[src/rtl/iluminacao_multizona.sv]
// N-zone automatic/manual lighting controller: per-zone button classifier, lamp FSM and shutdown timer.
// Optional macro AUTO_DIM_EN adds a blinking shutdown warning on saida near the end of the countdown.
module iluminacao_multizona #(
  parameter int N_ZONES           = 4,
  parameter int DEBOUNCE_P        = 300,
  parameter int SWITCH_MODE_MIN_T = 5000,
  parameter int AUTO_SHUTDOWN_T   = 30000,
  parameter int CNT_W             = 16,
  parameter int WARN_T            = 5000,
  parameter int PWM_W             = 4
) (
  input  logic               clk,
  input  logic               rst,
  input  logic [N_ZONES-1:0] infravermelho,
  input  logic [N_ZONES-1:0] push_button,
  input  logic               desliga_tudo,
  output logic [N_ZONES-1:0] saida,
  output logic [N_ZONES-1:0] led
);

  typedef enum logic [1:0] {IDLE = 2'd0, DEB = 2'd1, HELD = 2'd2, REL = 2'd3} btn_state_t;
  typedef enum logic [1:0] {DESL_AUT = 2'd0, LIG_AUT = 2'd1, DESL_MAN = 2'd2, LIG_MAN = 2'd3} lamp_state_t;

  localparam logic [CNT_W-1:0] CNT_ZERO = {CNT_W{1'b0}};
  localparam logic [CNT_W-1:0] CNT_ONE  = CNT_W'(1);
  localparam logic [CNT_W-1:0] CNT_MAX  = {CNT_W{1'b1}};
  localparam logic [CNT_W-1:0] DEB_LAST = CNT_W'(DEBOUNCE_P - 1);
  localparam logic [CNT_W-1:0] LONG_MIN = CNT_W'(SWITCH_MODE_MIN_T);
  localparam logic [CNT_W-1:0] TMR_LAST = CNT_W'(AUTO_SHUTDOWN_T - 1);

  if ((64'(AUTO_SHUTDOWN_T) >= (64'd1 << CNT_W)) || (64'(SWITCH_MODE_MIN_T) >= (64'd1 << CNT_W)) ||
      (DEBOUNCE_P < 32'sd2) || (WARN_T > AUTO_SHUTDOWN_T) || (PWM_W < 32'sd1)) begin : g_param_check
    $error("iluminacao_multizona: CNT_W too narrow or timing parameters out of range");
  end

  logic [N_ZONES-1:0] ir_meta_r, ir_sync_r, btn_meta_r, btn_sync_r;

  // Two-flop synchronizers for the asynchronous per-zone inputs
  always_ff @(posedge clk) begin
    if (!rst) begin
      ir_meta_r  <= {N_ZONES{1'b0}};
      ir_sync_r  <= {N_ZONES{1'b0}};
      btn_meta_r <= {N_ZONES{1'b0}};
      btn_sync_r <= {N_ZONES{1'b0}};
    end else begin
      ir_meta_r  <= infravermelho;
      ir_sync_r  <= ir_meta_r;
      btn_meta_r <= push_button;
      btn_sync_r <= btn_meta_r;
    end
  end

`ifdef AUTO_DIM_EN
  logic [PWM_W-1:0] pwm_r;

  // Shared free-running counter; its MSB is the warning blink
  always_ff @(posedge clk) begin
    if (!rst) begin
      pwm_r <= {PWM_W{1'b0}};
    end else begin
      pwm_r <= pwm_r + PWM_W'(1);
    end
  end
`endif

  for (genvar z = 0; z < N_ZONES; z++) begin : g_zone
    btn_state_t       btn_st_r, btn_st_s;
    lamp_state_t      lamp_st_r, lamp_st_s;
    logic [CNT_W-1:0] btn_cnt_r, btn_cnt_s, tmr_r, tmr_s;
    logic             long_r, long_s;
    logic             btn_s, pres_s, curto_s, longo_s, timeout_s;

    assign btn_s     = btn_sync_r[z];
    assign pres_s    = ir_sync_r[z];
    assign curto_s   = (btn_st_r == REL) && !long_r;
    assign longo_s   = (btn_st_r == REL) && long_r;
    assign timeout_s = (lamp_st_r == LIG_AUT) && !pres_s && (tmr_r == TMR_LAST);

    // Zone state registers
    always_ff @(posedge clk) begin
      if (!rst) begin
        btn_st_r  <= IDLE;
        btn_cnt_r <= CNT_ZERO;
        long_r    <= 1'b0;
        lamp_st_r <= DESL_AUT;
        tmr_r     <= CNT_ZERO;
      end else begin
        btn_st_r  <= btn_st_s;
        btn_cnt_r <= btn_cnt_s;
        long_r    <= long_s;
        lamp_st_r <= lamp_st_s;
        tmr_r     <= tmr_s;
      end
    end

    // Button classifier: counter holds the number of synced-high cycles seen so far
    always_comb begin
      btn_st_s  = btn_st_r;
      btn_cnt_s = btn_cnt_r;
      long_s    = long_r;
      case (btn_st_r)
        IDLE: begin
          if (btn_s) begin
            btn_st_s  = DEB;
            btn_cnt_s = CNT_ONE;
          end else begin
            btn_cnt_s = CNT_ZERO;
          end
        end
        DEB: begin
          if (!btn_s) begin
            btn_st_s  = IDLE;
            btn_cnt_s = CNT_ZERO;
          end else if (btn_cnt_r == DEB_LAST) begin
            btn_st_s  = HELD;
            btn_cnt_s = btn_cnt_r + CNT_ONE;
          end else begin
            btn_cnt_s = btn_cnt_r + CNT_ONE;
          end
        end
        HELD: begin
          if (!btn_s) begin
            btn_st_s = REL;
            long_s   = (btn_cnt_r >= LONG_MIN);
          end else if (btn_cnt_r != CNT_MAX) begin
            btn_cnt_s = btn_cnt_r + CNT_ONE;
          end else begin
            btn_cnt_s = btn_cnt_r;
          end
        end
        REL: begin
          btn_st_s  = IDLE;
          btn_cnt_s = CNT_ZERO;
          long_s    = 1'b0;
        end
        default: begin
          btn_st_s  = IDLE;
          btn_cnt_s = CNT_ZERO;
          long_s    = 1'b0;
        end
      endcase
    end

    // Lamp FSM: all-off beats long press, which beats every other event
    always_comb begin
      lamp_st_s = lamp_st_r;
      if (desliga_tudo) begin
        lamp_st_s = DESL_AUT;
      end else if (longo_s) begin
        lamp_st_s = ((lamp_st_r == DESL_MAN) || (lamp_st_r == LIG_MAN)) ? DESL_AUT : DESL_MAN;
      end else begin
        case (lamp_st_r)
          DESL_AUT: lamp_st_s = pres_s    ? LIG_AUT  : DESL_AUT;
          LIG_AUT:  lamp_st_s = timeout_s ? DESL_AUT : LIG_AUT;
          DESL_MAN: lamp_st_s = curto_s   ? LIG_MAN  : DESL_MAN;
          LIG_MAN:  lamp_st_s = curto_s   ? DESL_MAN : LIG_MAN;
          default:  lamp_st_s = DESL_AUT;
        endcase
      end
    end

    // Shutdown timer only runs while staying in LIG_AUT without presence
    always_comb begin
      if ((lamp_st_r == LIG_AUT) && (lamp_st_s == LIG_AUT) && !pres_s) begin
        tmr_s = tmr_r + CNT_ONE;
      end else begin
        tmr_s = CNT_ZERO;
      end
    end

    assign led[z] = (lamp_st_r == DESL_MAN) || (lamp_st_r == LIG_MAN);
`ifdef AUTO_DIM_EN
    localparam logic [CNT_W-1:0] WARN_START = CNT_W'(AUTO_SHUTDOWN_T - WARN_T);
    assign saida[z] = (lamp_st_r == LIG_MAN) ||
                      ((lamp_st_r == LIG_AUT) && ((tmr_r < WARN_START) || pwm_r[PWM_W-1]));
`else
    assign saida[z] = (lamp_st_r == LIG_AUT) || (lamp_st_r == LIG_MAN);
`endif
  end

endmodule

[config.mk]
export PLATFORM = sky130hd
export DESIGN_NAME = iluminacao_multizona
export DESIGN_NICKNAME = d
export VERILOG_FILES = /design/src/rtl/iluminacao_multizona.sv
export SDC_FILE = /design/constraint.sdc
export NUM_CORES = 1
export LEC_CHECK = 0
export BUFFER_PORTS_ARGS = -buffer_cell sky130_fd_sc_hd__buf_2
export CELL_PAD_IN_SITES_DETAIL_PLACEMENT = 1
export CELL_PAD_IN_SITES_GLOBAL_PLACEMENT = 1
export CORE_MARGIN = 2
export CORE_UTILIZATION = 45
export CTS_CLUSTER_DIAMETER = 30
export DETAILED_ROUTE_END_ITERATION = 12
export HOLD_SLACK_MARGIN = 0.1
export PLACE_DENSITY = 0.79
export SKIP_LAST_GASP = 1
export SLEW_MARGIN = 5
export SYNTH_ARGS = -nofsm -noshare
export SYNTH_HDL_FRONTEND = slang
export SYNTH_SLANG_ARGS = --single-unit
[constraint.sdc]
create_clock -name clk -period 2.4 [get_ports clk]
set_input_delay 0 -clock clk [delete_from_list [all_inputs] [get_ports clk]]
set_output_delay 0 -clock clk [all_outputs]
set_load 0.005 [all_outputs]
==> metrics <==
outcome complete, no violations; largest net degree at the start of global routing 40; ant diodes 0; r2r worst-path depth 7; non-filler instance count after layout 1,213; WL per Instance about 17 um; clk slew on worst S/H paths 70 ps; reported max-cap violation count 0; Seq/Total Area, Yosys 40.9%; worst r2r src g_zone[1].btn_cnt_r[0]; Via density 5.73; # port buffers 18; die area 18,900 um2; Netlist cell types 74; cts bufs inserted 17; fmax 474 MHz; clock latency reported for the late side of the worst-skew pair 420 ps; kind of critical path reg2reg; worst min path class in2reg; P&R area growth vs syn 13.2%; Hold Startpoint rst; CTS tree done; number of global-route vias before repair 6,980; WP data arrival 2460 ps; relative slew slack 52.1%; Max H-tree Level 4; clock root buffer clkbuf_16; Placer Congestion 0.874; met1 GRT Util slightly below 30%; io pins 19; GRT busiest layer met2; met3 Usage GRT 4.08%; fin worst setup slack between 200 and 300 ps; Syn Inst Count 953; synth warn 0; Post-Syn Area 8040 um2; DRT iter0 DRCs 361; final hold violations 0; pre-CTS setup slack 307 ps; CP Launch Point g_zone[1].btn_cnt_r[0]; Routed Antenna Nets 0; postcts setup bufs 0; number of synthesized flops with an enable pin 0; DIE HEIGHT 138 um; Async SR Flop Fraction 0%; Synth Net Count 976; nets@finish 998; Slew Limit Fails 0; clk_skew 7.52 ps; gr ovfl total 0; DRC 0; cell total after placement between 1,000 and 1,500; total track usage between 20% and 30%; Cell Pwr Density 643 nW/um2; ys flop type dfxtp_1; hpwl dp 13,200 um; Setup crit end kind register; initial antenna violation count 0; # rows 48; first-pass GRT wire length 34,300 um; CTS Sinks 164; startpoint types register; layout cell share with drive strength beyond 1 8.91%; slowest stage cell, crit path a2111o_1; Least-Margin Pin Slew 718 ps; fillcell total 2,056; met2 usage 37.9%; RSZ-0062 raised after global routing no; synthesized flop and latch total 164; Longest Clk Path Bufs 2; Hold Path Depth 3; routed via count 6,948; critical path, cell by cell ha_1, and3_1, and4_1, a21o_1, buf_4, a2111o_1, o21ai_0; IR drop worst, VDD between 0.7 and 0.8 mV; Critical Path RT roughly 2800 ps; fin crit period 2110 ps; die width around 140 um; Starting Density 46.3%; setup TNS 0 ps; Syn Area/Cell 8.43 um2; endpoints failing setup 0; static leakage 3.04 nW; final wirelength approximately 20,000 um; 1st-pass router iterations 4; critical path peak fanout 12; CP max stage delay 390 ps; Placeable Area ~17,000 um2; ratio of final minimum period to clock period 87.9%
-- what timing repair did --
| action | in CTS | in global routing |
|---|---|---|
| endpoints found under the hold margin | 8 | 0 |
| gates resized for setup | 0 | 0 |
| hold buffers | 8 | 0 |
-- logic make-up after synthesis --
group / share of synthesized area (%)
flops: 40.9
buf+inv: 4.00
xor+xnor: 9.37
compound gates: 13.5
fa+ha+maj: 1.87
mux: 1.37
simple gates: 29.1
-- cells in the final DEF (no fill, tap or decap), types with 4 or more instances in the layout --
cell             n
o31ai_1          5
nor3_1          20
and2_1          22
nand3_1         54
buf_4           20
nand2_1         74
buf_2           18
and4_1          12
nor2b_1          8
a2111oi_0        5
clkbuf_16       17
o21ai_0         24
nand4_1         39
o21a_1           7
a21oi_1         41
a2111o_1         5
and3_1          19
dfxtp_1        164
xnor2_1         43
a211oi_1         8
bufinv_16        4
nor3b_1          5
mux2i_1         11
ha_1            12
inv_1           35
dlygate4sd3_1    8
clkbuf_8         5
nor4b_1          6
xor2_1          43
nand3b_1         4
nor4_1          15
a31oi_1          7
nand2b_1        14
o211ai_1         8
nor2_1         135
-- synthesized netlist by cell type (3+ instances only) --
cell,n,area (um2)
dfxtp_1,164,3280
nor2_1,135,507
nand2_1,74,278
nand3_1,54,270
xnor2_1,43,377
xor2_1,43,377
a21oi_1,41,205
nand4_1,39,244
inv_1,35,131
clkbuf_1,29,109
o21ai_0,24,120
and2_1,22,138
nor3_1,20,100
and3_1,19,119
nor4_1,15,93.8
nand2b_1,14,87.6
and4_1,12,105
ha_1,12,150
buf_2,11,55.1
mux2i_1,11,110
a211oi_1,8,60.1
nor2b_1,8,50.1
o211ai_1,8,60.1
a31oi_1,7,43.8
o21a_1,7,52.6
nor4b_1,6,52.6
a2111o_1,5,56.3
a2111oi_0,5,43.8
nor3b_1,5,37.5
o31ai_1,5,37.5
nand3b_1,4,30.0
a211o_1,3,26.3
a32oi_1,3,26.3
nor4bb_1,3,30.0
o211a_1,3,30.0
o31a_1,3,26.3
or3b_2,3,26.3
-- worst max-delay path, delay by kind of cell, from the launching register on --
| kind | cells | cell delay (ps) |
|---|---|---|
| AND/OR/NAND/NOR | 2 | 420 |
| flip-flops | 1 | 350 |
| buffers and inverters | 1 | 220 |
| adder cells (fa/ha/maj) | 1 | 240 |
| AO/OA/AOI/OAI | 3 | 780 |
-- sequential cells by signal, summed over array words and instances, names as in the netlist, named ones only --
register,cells
btn_meta_r,4
btn_sync_r,4
g_zone.btn_cnt_r,64
g_zone.btn_st_r,4
g_zone.lamp_st_r,8
g_zone.long_r,4
g_zone.tmr_r,64
ir_meta_r,4
ir_sync_r,4
-- metrics by stage --
stage | area [um2] | util [%] | hold slack [ps] | total power, mW
3_3_place_gp | 8370 | 48.2 | 208 | 2.91
3_5_place_dp | 8370 | 48.2 | 211 | 2.92
6_report | 9090 | 52.4 | 176 | 5.85
5_1_grt | 9090 | 52.4 | 183 | 6.04
2_1_floorplan | 8040 | - | 127 | 2.88
4_1_cts | 9090 | 52.4 | 170 | 5.90
-- power breakdown --
part           switching [mW]  leakage (nW)  total (mW)  internal (mW)
Sequential             0.0223          1.33        2.76           2.74
Combinational          0.0570          1.40       0.101         0.0443
Clock                    1.10         0.312        2.98           1.88
Total                    1.18          3.04        5.85           4.67
-- per-layer routing --
layer	share of wire [%]	vias up
met3	2.6	17
li1	-	3424
met4	1.0	0
met2	49	80
met1	48	3427
met5	0	-
-- final timing paths --
path	end	slack [ps]
setup / recovery	g_zone[1].btn_cnt_r[7]	290
hold / removal	g_zone[0].btn_cnt_r[0]	180
setup reg to reg	g_zone[1].btn_cnt_r[7]	290
hold reg to reg	btn_sync_r[1]	430
-- final cells by class --
| class | instances | area (um2) | area share, % |
|---|---|---|---|
| multi-input cells | 711 | 4430 | 48.7 |
| flip-flops and latches | 164 | 3280 | 36.1 |
| clock buffers | 24 | 502 | 5.52 |
| repair buffers | 46 | 320 | 3.52 |
| well taps | 225 | 282 | 3.10 |
| clock inverters | 8 | 145 | 1.60 |
| inverters | 35 | 131 | 1.44 |
(Power assumes the default switching activity.)
